## src/rtl/lfsr_checker_4bit_pkg.sv

```systemverilog
// Shared definitions for the 4-bit LFSR pattern checker: word width, taps,
// lockup word and checker state encoding.
package lfsr_checker_4bit_pkg;

  localparam int unsigned LFSR_W = 4;
  // Feedback taps for x^4+x^3+1 with the newest bit entering at the MSB.
  localparam int unsigned TAP_HI = 1;
  localparam int unsigned TAP_LO = 0;
  localparam logic [LFSR_W-1:0] ZERO_WORD = '0;

  typedef enum logic [1:0] {
    ST_IDLE   = 2'd0,
    ST_SYNC   = 2'd1,
    ST_LOCKED = 2'd2
  } state_e;

endpackage

```

## src/rtl/lfsr_checker_4bit_next.sv

```systemverilog
// Combinational next-word function of the 4-bit generator; the lockup word
// 0000 maps to itself.
module lfsr_checker_4bit_next
  import lfsr_checker_4bit_pkg::*;
(
  input  logic [LFSR_W-1:0] x_i,
  output logic [LFSR_W-1:0] y_o
);

  assign y_o = {x_i[TAP_HI] ^ x_i[TAP_LO], x_i[LFSR_W-1:1]};

endmodule

```

## src/rtl/lfsr_checker_4bit.sv

```systemverilog
// Receive-side checker for the 4-bit LFSR pattern: self-synchronises, then
// flywheels a local model. Optional LFSR_CHECKER_ZERO_DETECT_EN adds stuck_zero.
module lfsr_checker_4bit
  import lfsr_checker_4bit_pkg::*;
#(
  parameter int unsigned LOCK_CNT = 4,
  parameter int unsigned LOSS_CNT = 3,
  parameter int unsigned ERR_W    = 16
) (
  input  logic              clk,
  input  logic              reset,
  input  logic              en,
  input  logic [3:0]        data_in,
  output logic              locked,
  output logic              error,
`ifdef LFSR_CHECKER_ZERO_DETECT_EN
  output logic              stuck_zero,
`endif
  output logic [ERR_W-1:0]  err_count
);

  localparam int unsigned MW = $clog2(LOCK_CNT + 1);
  localparam int unsigned LW = $clog2(LOSS_CNT + 1);

  state_e              state_q;
  logic [LFSR_W-1:0]   prev_q, exp_q;
  logic [MW-1:0]       match_cnt_q;
  logic [LW-1:0]       miss_cnt_q;
  logic                locked_q, error_q;
  logic [ERR_W-1:0]    err_cnt_q;
  logic [LFSR_W-1:0]   f_prev, f_exp, f_din;
  logic                sync_hit, lock_miss, zero_hold;

  lfsr_checker_4bit_next u_next_prev (.x_i(prev_q),  .y_o(f_prev));
  lfsr_checker_4bit_next u_next_exp  (.x_i(exp_q),   .y_o(f_exp));
  lfsr_checker_4bit_next u_next_din  (.x_i(data_in), .y_o(f_din));

  assign sync_hit  = (data_in == f_prev) && (data_in != ZERO_WORD);
  assign lock_miss = (data_in != exp_q);

`ifdef LFSR_CHECKER_ZERO_DETECT_EN
  logic [1:0] zrun_q;
  logic       stuck_q;

  always_ff @(posedge clk) begin
    if (reset) begin
      zrun_q  <= '0;
      stuck_q <= 1'b0;
    end else if (en) begin
      if (data_in == ZERO_WORD) begin
        if (zrun_q == 2'd3) stuck_q <= 1'b1;
        else                zrun_q  <= zrun_q + 2'd1;
      end else begin
        zrun_q  <= '0;
        stuck_q <= 1'b0;
      end
    end
  end

  // A generator lockup already flagged is not double-reported as errors.
  assign zero_hold  = stuck_q;
  assign stuck_zero = stuck_q;
`else
  assign zero_hold = 1'b0;
`endif

  always_ff @(posedge clk) begin
    if (reset) begin
      state_q     <= ST_IDLE;
      prev_q      <= '0;
      exp_q       <= '0;
      match_cnt_q <= '0;
      miss_cnt_q  <= '0;
      locked_q    <= 1'b0;
      error_q     <= 1'b0;
      err_cnt_q   <= '0;
    end else if (!en) begin
      error_q <= 1'b0;
    end else begin
      error_q <= 1'b0;
      case (state_q)
        ST_IDLE: begin
          prev_q      <= data_in;
          match_cnt_q <= '0;
          state_q     <= ST_SYNC;
        end
        ST_SYNC: begin
          prev_q <= data_in;
          if (sync_hit) begin
            if (match_cnt_q == MW'(LOCK_CNT - 1)) begin
              state_q     <= ST_LOCKED;
              locked_q    <= 1'b1;
              exp_q       <= f_din;
              miss_cnt_q  <= '0;
              match_cnt_q <= '0;
            end else begin
              match_cnt_q <= match_cnt_q + MW'(1);
            end
          end else begin
            match_cnt_q <= '0;
          end
        end
        ST_LOCKED: begin
          exp_q <= f_exp;
          if (lock_miss) begin
            if (!zero_hold) begin
              error_q <= 1'b1;
              if (err_cnt_q != '1) err_cnt_q <= err_cnt_q + ERR_W'(1);
            end
            if (miss_cnt_q == LW'(LOSS_CNT - 1)) begin
              state_q     <= ST_SYNC;
              locked_q    <= 1'b0;
              match_cnt_q <= '0;
              miss_cnt_q  <= '0;
              prev_q      <= data_in;
            end else begin
              miss_cnt_q <= miss_cnt_q + LW'(1);
            end
          end else begin
            miss_cnt_q <= '0;
          end
        end
        default: state_q <= ST_IDLE;
      endcase
    end
  end

  assign locked    = locked_q;
  assign error     = error_q;
  assign err_count = err_cnt_q;

endmodule

```

## config.mk

```make
export PLATFORM = sky130hd
export DESIGN_NAME = lfsr_checker_4bit
export DESIGN_NICKNAME = d
export VERILOG_FILES = /design/src/rtl/lfsr_checker_4bit_pkg.sv /design/src/rtl/lfsr_checker_4bit_next.sv /design/src/rtl/lfsr_checker_4bit.sv
export SDC_FILE = /design/constraint.sdc
export NUM_CORES = 1
export LEC_CHECK = 0
export CAP_MARGIN = 40
export CORE_AREA = 2 2 67 69
export DETAILED_ROUTE_END_ITERATION = 10
export DIE_AREA = 0 0 69 71
export PLACE_DENSITY = 0.67
export SYNTH_ARGS = -nofsm -noshare
export SYNTH_HDL_FRONTEND = slang
export SYNTH_HIERARCHICAL = 1
export SYNTH_SLANG_ARGS = --single-unit
```

## constraint.sdc

```tcl
create_clock -name clk -period 2.07 [get_ports clk]
set_clock_uncertainty 0.2 [all_clocks]
set_input_delay 0.414 -clock clk [delete_from_list [all_inputs] [get_ports clk]]
set_output_delay 0.414 -clock clk [all_outputs]
set_load 0.01 [all_outputs]
```

Yosys cells after proc, flatten, opt, wreduce, memory -nomap -nowiden
Index checks and enable logic that the tools add are counted.
- flip-flop bits (word level): 33
- bits of input ports: 7
- output and inout bits: 18
- logic and storage cells: 68
- add/sub/neg operators: 3
- eq/ne operators: 11
- mux-type cells: 27
- bitwise gates (word level): 5
- reduce and logical (&&, ||, !) cells: 14
- operator list (kind ; number):
    $add 16x1->16 const B ; 1
    $mux 2 ; 8
    $mux 4 ; 4
    $ne 16x16->1 const B ; 1
    $pmux 4 s2 ; 2
    $reduce_and 4->1 ; 4
    $mux 3 ; 4
    $pmux 3 s3 ; 1
    $ne 2x2->1 const B ; 4
    $pmux 2 s3 ; 1
    $reduce_and 6->1 ; 1
    $mux 1 ; 5
    $reduce_and 5->1 ; 1
    $eq 2x2->1 const B ; 2
    $eq 4x4->1 ; 1
    $ne 4x4->1 ; 1
    $pmux 2 s2 ; 1
    $reduce_bool 2->1 ; 2
    $reduce_bool 4->1 ; 1
    $add 3x1->3 const B ; 1
    $eq 3x2->1 const B ; 1
    $reduce_bool 3->1 ; 1
    $reduce_or 3->1 ; 1
    $xor 1x1->1 ; 3
    7 further kinds ; 8

Logic depth before layout (Yosys ltp)
Gate-level depths: netlist of the first run.
- depth in word-level cells: 5
- mapped depth: 6
- depth with buffers taken out: 6

Cells and area by module
Netlist of the first run, hierarchy kept.
- by module, submodules not included (module ; instances ; cells an instance ; area each (um^2) ; seq. area each (um^2)):
    lfsr_checker_4bit ; 1 ; 196 ; 1701.6 ; 660.6
    lfsr_checker_4bit_next ; 3 ; 4 ; 31.3 ; 0.0

Worst setup path after synthesis of the first run
No wires, ideal clock.
- kind: register -> register
- start point: register err_cnt_q[0] (netlist: err_count[0])
- end point: register err_cnt_q[15] (netlist: err_count[15])
- library setup time: 0.115 ns
- data arrival time: 1.752 ns
- data required time: 1.755 ns
- path slack: 0.003 ns
- stages on the path, launching flop included: 7
- buffers on the path: 0
- period minus slack after synthesis: 2.067 ns
- cell sequence: dfxtp_1 > ha_1 > nand3_1 > nor4_2 > or3_1 > nor4_1 > o21a_1
- longest elaborated chain between the ends: 2
- elaborated cells between the ends (all ways): 3
- those cells by class: add/sub (1); eq/ne (1); reduce/logical (1)
- RTL lines (item ; line ; RTL):
    from (decl) ; lfsr_checker_4bit.sv:30 ; logic [ERR_W-1:0] err_cnt_q;
    from (signal assigned) ; lfsr_checker_4bit.sv:108 ; if (err_cnt_q != '1) err_cnt_q <= err_cnt_q + ERR_W'(1);
    parallel branches: the longest is 2 deep, another holds $add 16x1->16 ; -- ;
Parallel ways; which one is timed is not known.
A chain may end at the register's enable or synchronous reset.

Worst setup path after layout of the first run
- start point: input data_in[0]
- end point: register match_cnt_q[0]
- longest elaborated chain between the ends: 4
- elaborated cells between the ends (all ways): 8
- those cells by class: eq/ne (3); mux (2); reduce/logical (3)
- RTL lines (item ; line ; RTL):
    from (decl) ; lfsr_checker_4bit.sv:13 ; input logic [3:0] data_in,
    $eq 4x4->1 / $reduce_bool 4->1 (equally long branches) ; lfsr_checker_4bit.sv:38 ; assign sync_hit = (data_in == f_prev) && (data_in != ZERO_WORD);
    $logic_and 1x1->1 ; lfsr_checker_4bit.sv:38 ;
    $mux 3 ; lfsr_checker_4bit.sv:89 ; if (sync_hit) begin
    $pmux 3 s3 ; lfsr_checker_4bit.sv:81 ; case (state_q)
    to (signal assigned) ; lfsr_checker_4bit.sv:97 ; match_cnt_q <= match_cnt_q + MW'(1);
    to (decl) ; lfsr_checker_4bit.sv:27 ; logic [MW-1:0] match_cnt_q;
Several ways; a longest one is shown, not always the timed one.

==> results of run 1 <==
-- power breakdown --
| part | leakage [nW] | switching [W] | internal [W] |
|---|---|---|---|
| Clock | 0.0439 | 0.000249 | 0.000232 |
| Combinational | 0.532 | 0.0000691 | 0.0000638 |
| Sequential | 0.268 | 0.00000976 | 0.000647 |
-- cells in the final DEF (no fill, tap or decap), types with 5 or more instances in the layout --
| cell type | n |
|---|---|
| clkbuf_8 | 5 |
| a311oi_1 | 5 |
| nor2_1 | 25 |
| nand2_1 | 17 |
| and3_1 | 5 |
| nor4_1 | 5 |
| buf_4 | 23 |
| xnor2_1 | 14 |
| inv_1 | 5 |
| nand3_1 | 6 |
| nor3_1 | 5 |
| dfxtp_1 | 30 |
| o21ai_0 | 6 |
| clkdlybuf4s50_1 | 19 |
| nand4_1 | 6 |
| a21oi_1 | 9 |
-- path summary, 6_finish.rpt --
| path | depth (start not counted) | slack (ns) | end |
|---|---|---|---|
| worst max-delay path | 6 | 0.02 | match_cnt_q[0] |
| worst min-delay path | 2 | 0.28 | match_cnt_q[1] |
| worst max register to register | 6 | 0.06 | match_cnt_q[0] |
| worst min register to register | 2 | 0.28 | match_cnt_q[1] |
-- registers in the layout, indices dropped and copies added, names as in the netlist --
register / count
match_cnt_q: 3
error: 1
locked: 1
state_q: 2
miss_cnt_q: 2
exp_q: 4
err_count: 16
prev_q: 4
-- per-stage QoR --
stage	TNS, ns	util (%)
floorplan	0	-
detailed placement	-17.01	52.0
global placement	-16.67	52.0
global route	-0.0595	55.6
CTS	0	55.0
finish	0	55.6
-- layer usage --
| metal | part of all wire [%] | GRT usage, % | vias up |
|---|---|---|---|
| met5 | 0 | 0 | - |
| met4 | 1.9 | 7.19 | 0 |
| met3 | 4.6 | 4.70 | 6 |
| met2 | 45 | 25.9 | 27 |
| met1 | 48 | 22.7 | 760 |
| li1 | - | - | 821 |
-- what timing repair did --
item,in CTS,in global routing
setup buffers,1,0
gates cloned,1,0
pin swaps,1,4
gates resized for setup,12,14
endpoints found under the setup margin,33,15
-- critical path, stage by stage --
cell and delay (ns):
clkdlybuf4s15_2 0.24, xor2_1 0.19, or2_1 0.25, or3_4 0.39
or4b_1 0.46, a21oi_1 0.13
-- cell families after synthesis --
logic type      after synthesis  synth area share (%)
compound gates               36                  15.4
xor+xnor                     22                  11.2
fa+ha+maj                     2                  1.39
buf+inv                      19                  5.92
flops                        33                  36.8
mux                           4                  2.23
simple gates                 92                  27.1
-- final cells by class --
class	instances	share of cell area (%)
Clock inverter	3	0.749
Timing Repair Buffer	49	17.7
Sequential cell	33	28.4
Multi-Input combinational cell	156	46.6
Tap cell	52	2.78
Clock buffer	5	2.94
Inverter	5	0.803
==> flow_metrics.tcl, run 1 <==
set metrics [dict create \
    wl_per_cell_um 13.3 \
    drtIter0Drc 62 \
    synth_area_mm2 0.00180 \
    nets 259 \
    cp.arrival_ns 2.08 \
    hold_path_startpoint "match_cnt_q[1]" \
    synth_top_area_share_pct 36.8 \
    powerDensity_mw_per_mm2 543 \
    seq_area_frac_synth_pct 36.8 \
    dp.cells 293 \
    critical_path_required_ns 2.10 \
    fillers 387 \
    cts_tree "done" \
    finalNonFillerCells 303 \
    num_antenna_cells 0 \
    clk_pin_slew_worst_paths_ns 0.07 \
    slew_viol_final 0 \
    seq_area_um2 664 \
    grt-ovfl-total 0 \
    insertion_delay_ns 0.29 \
    area_growth_pct 30.2 \
    yosysWarnings 6 \
    finalWirelength_um 4030 \
    pin_count 25 \
    clockRootBuffer "clkbuf_8" \
    fin_ws_ns 0.0182 \
    drc 0 \
    synthArstFlopShare_pct 0 \
    dp_hpwl_um 2870 \
    crit_type "in -> reg" \
    synth_area_leaders "dfxtp_1 37%, xnor2_1 6.8%, nor2_1 5.2%, buf_4 3.8%, nand2_1 3.6%" \
    startpoint "data_in[0]" \
    hold_class "reg -> reg" \
    grt_max_degree 19 \
    synth_cell_types 47 \
    htreeDepth 2 \
    antenna_found_initial 0 \
    vias 1614 \
    grtUsageTotal_pct 17.0 \
    synth-main-ff-cell "dfxtp_1" \
    max_slew_margin_pct 66.5 \
    syn_area_per_cell_um2 8.63 \
    die_y_um 71 \
    drive_gt1_share_pct 21.5 \
    hold_viol 0 \
    multiInputGateArea_mm2 0.00109 \
    netlist_top_cells_count "33 x dfxtp_1, 25 x nor2_1, 17 x nand2_1" \
    cap_violations 0 \
    dpl_worst_slack_ns -0.600 \
    grt_pass1_wl_um 6760 \
    worst_pin_slew_ns 0.501 \
    netlist_instances 208 \
    portBuffers 24 \
    ir_drop_uv 318 \
    routed_via_density 5.33 \
    placed_area_mm2 0.00219 \
    outcome "finished clean" \
    crit_fanout 5 \
    finalCritPeriodShare_pct 99.1 \
    rsz0062_at_grt "yes" \
    cts_buffers 5 \
    gp_congestion 0.803 \
    die_w_um 69 \
    start_util_pct 42.7 \
    synth_edf_count 0 \
    cts.sinks 33 \
    cts_buffer_depth 2 \
    yosysMostFrequentCell "dfxtp_1" \
    holdBufCountCts 0 \
    setup_violations 0 \
    ys_ff_latch 33 \
    fin_area_mm2 0.00234 \
    placementRows 24 \
    total_power_w 0.00127 \
    core_area_mm2 0.00420 \
    leakagePower_nw 0.844 \
    fmax_mhz 487 \
    grt_pass1_vias 1462 \
    whs_ns 0.275 \
    end_kind "flip-flop" \
    first_pass_iters 4 \
    worstReg2RegStart "prev_q[1]" \
    period_minus_slack_ns 2.05 \
    antenna_left 0 \
    synth_nets 217 \
    synth_top_area_cell "dfxtp_1" \
    die_area_mm2 0.00490 \
    cp-start-kind "input port" \
]
Note: power is estimated with default switching activity, not from simulation.
==> run 2, diff against run 1 <==
Settings changed: REMOVE_ABC_BUFFERS set to 1.
==> flow_metrics.tcl, run 2 (synthesized netlist as in run 1, its figures left out) <==
set metrics [dict create \
    cp-start-kind "flip-flop" \
    grt_pass1_wl_um 7030 \
    reg2regPathDepth 6 \
    multiInputGateArea_mm2 0.00111 \
    max_slew_margin_pct 69.3 \
    cp_cell_sequence "xor2_2, o41ai_4, buf_4, nor4b_1, xnor2_1, nor2_1" \
    cap_violations 0 \
    cts_buffers 5 \
    htreeDepth 2 \
    hold_end "match_cnt_q[1]" \
    hold_viol 0 \
    leakagePower_nw 0.896 \
    placementRows 24 \
    worstReg2RegStart "exp_q[3]" \
    clockRootBuffer "clkbuf_8" \
    cp.depth 6 \
    cpMaxStageDelayCell "nor4b_1" \
    setup_violations 0 \
    max_stage_delay_ns 0.46 \
    holdBufCountCts 0 \
    reg2reg_slack_ns 0.04 \
    grt_pass1_vias 1557 \
    fillers 374 \
    path_delay_family "simple AND/OR/NAND/NOR gates" \
    final_cell_mix "29 x dfxtp_1, 26 x buf_4, 25 x nor2_1" \
    grt_max_degree 25 \
    vias 1641 \
    start_util_pct 42.7 \
    power_switching_w 0.000317 \
    end_kind "flip-flop" \
    timing.rr.end "err_count[10]" \
    p_int_w 0.00111 \
    critical_path_required_ns 2.05 \
    insertion_delay_ns 0.29 \
    num_antenna_cells 0 \
    power_frac_seq_pct 46.0 \
    routed_via_density 5.35 \
    period_minus_slack_ns 2.03 \
    switching_share_pct 22.2 \
    slew_viol_final 0 \
    cp.arrival_ns 2.02 \
    outcome "finished clean" \
    core_area_mm2 0.00420 \
    cts_tree "done" \
    hold_class "reg -> reg" \
    drtIter0Drc 85 \
    grt-ovfl-total 0 \
    portBuffers 24 \
    hold_path_startpoint "match_cnt_q[1]" \
    cts_buffer_depth 2 \
    nets 263 \
    seq_area_um2 666 \
    rsz0062_at_grt "yes" \
    fmax_mhz 492 \
    worst_pin_slew_ns 0.455 \
    ir_drop_uv 348 \
    finalCritPeriodShare_pct 98.2 \
    crit_type "reg -> reg" \
    power_frac_comb_pct 9.9 \
    drive_gt1_share_pct 24.3 \
    grtUsageTotal_pct 17.7 \
    first_pass_iters 4 \
    crit_buf_inv 1 \
    finalWirelength_um 4180 \
    die_area_mm2 0.00490 \
    power.share.clock_pct 44.1 \
    powerDensity_mw_per_mm2 589 \
    final_common_cell "dfxtp_1" \
    cts.sinks 33 \
    setup_tns_ns 0 \
    area_growth_pct 34.9 \
    drc 0 \
    largest_register_ffs 16 \
    die_y_um 71 \
    gp_congestion 0.790 \
    min_path_cells 2 \
    pin_count 25 \
    wl_per_cell_um 13.6 \
    clk_pin_slew_worst_paths_ns 0.07 \
    antenna_found_initial 0 \
    antenna_left 0 \
    crit_fanout 7 \
    die_w_um 69 \
    utilization_pct 57.6 \
    dp_hpwl_um 2900 \
]
## run 2: what timing repair did
action                     in CTS  in global routing
setup buffers                   1                  1
gates resized for setup        13                 20
cloned                          1                  0
pin swaps                       1                  4
setup endpoints to repair      32                 19
## run 2: per-layer routing
| layer | up-vias | GRT usage [%] | part of all wire (%) |
|---|---|---|---|
| met4 | 0 | 7.19 | 1.7 |
| li1 | 825 | - | - |
| met5 | - | 0 | 0 |
| met2 | 32 | 29.5 | 48 |
| met3 | 7 | 2.99 | 2.9 |
| met1 | 777 | 22.8 | 48 |
## run 2: worst max path at each step
stage / endpoint / from
5_1_grt: match_cnt_q[0] / prev_q[1]
2_1_floorplan: err_count[14] / data_in[0]
4_1_cts: prev_q[1] / data_in[3]
6_report: err_count[10] / exp_q[3]
3_5_place_dp: match_cnt_q[0] / data_in[0]
3_3_place_gp: err_count[15] / data_in[3]
## run 2: cell type report
class / count / area share [%]
inverters: 5 / 0.775
multi-input cells: 156 / 45.7
clock buffers: 7 / 3.56
clock inverters: 1 / 1.24
repair buffers: 53 / 18.6
flip-flops and latches: 33 / 27.5
well taps: 52 / 2.69
## run 2: per-stage QoR
stage	total power [W]	instance area (um2)	hold slack, ns	std cells	setup WS, ns
floorplan	0.000729	1710	0.244	194	-0.0682
global placement	0.000806	2220	0.261	296	-0.585
detailed placement	0.000806	2220	0.263	296	-0.610
CTS	0.00143	2380	0.275	306	0.0161
global route	0.00148	2420	0.307	307	-0.0253
finish	0.00143	2420	0.273	307	0.0370
## run 2: tightest hold or removal path, delay by kind of cell (launching register included)
kind / cells / cell delay, ns
compound gates: 1 / 0.05
flops: 1 / 0.32
simple gates: 1 / 0.06
## run 2: power groups by stage
| stage | clock (W) | combinational (W) | sequential, W |
|---|---|---|---|
| 6_report | 0.000629 | 0.000141 | 0.000656 |
| 5_1_grt | 0.000672 | 0.000154 | 0.000657 |
| 4_1_cts | 0.000637 | 0.000137 | 0.000655 |
| 3_5_place_dp | 0 | 0.000137 | 0.000669 |
| 3_3_place_gp | 0 | 0.000137 | 0.000669 |
| 2_1_floorplan | 0 | 0.0000565 | 0.000672 |
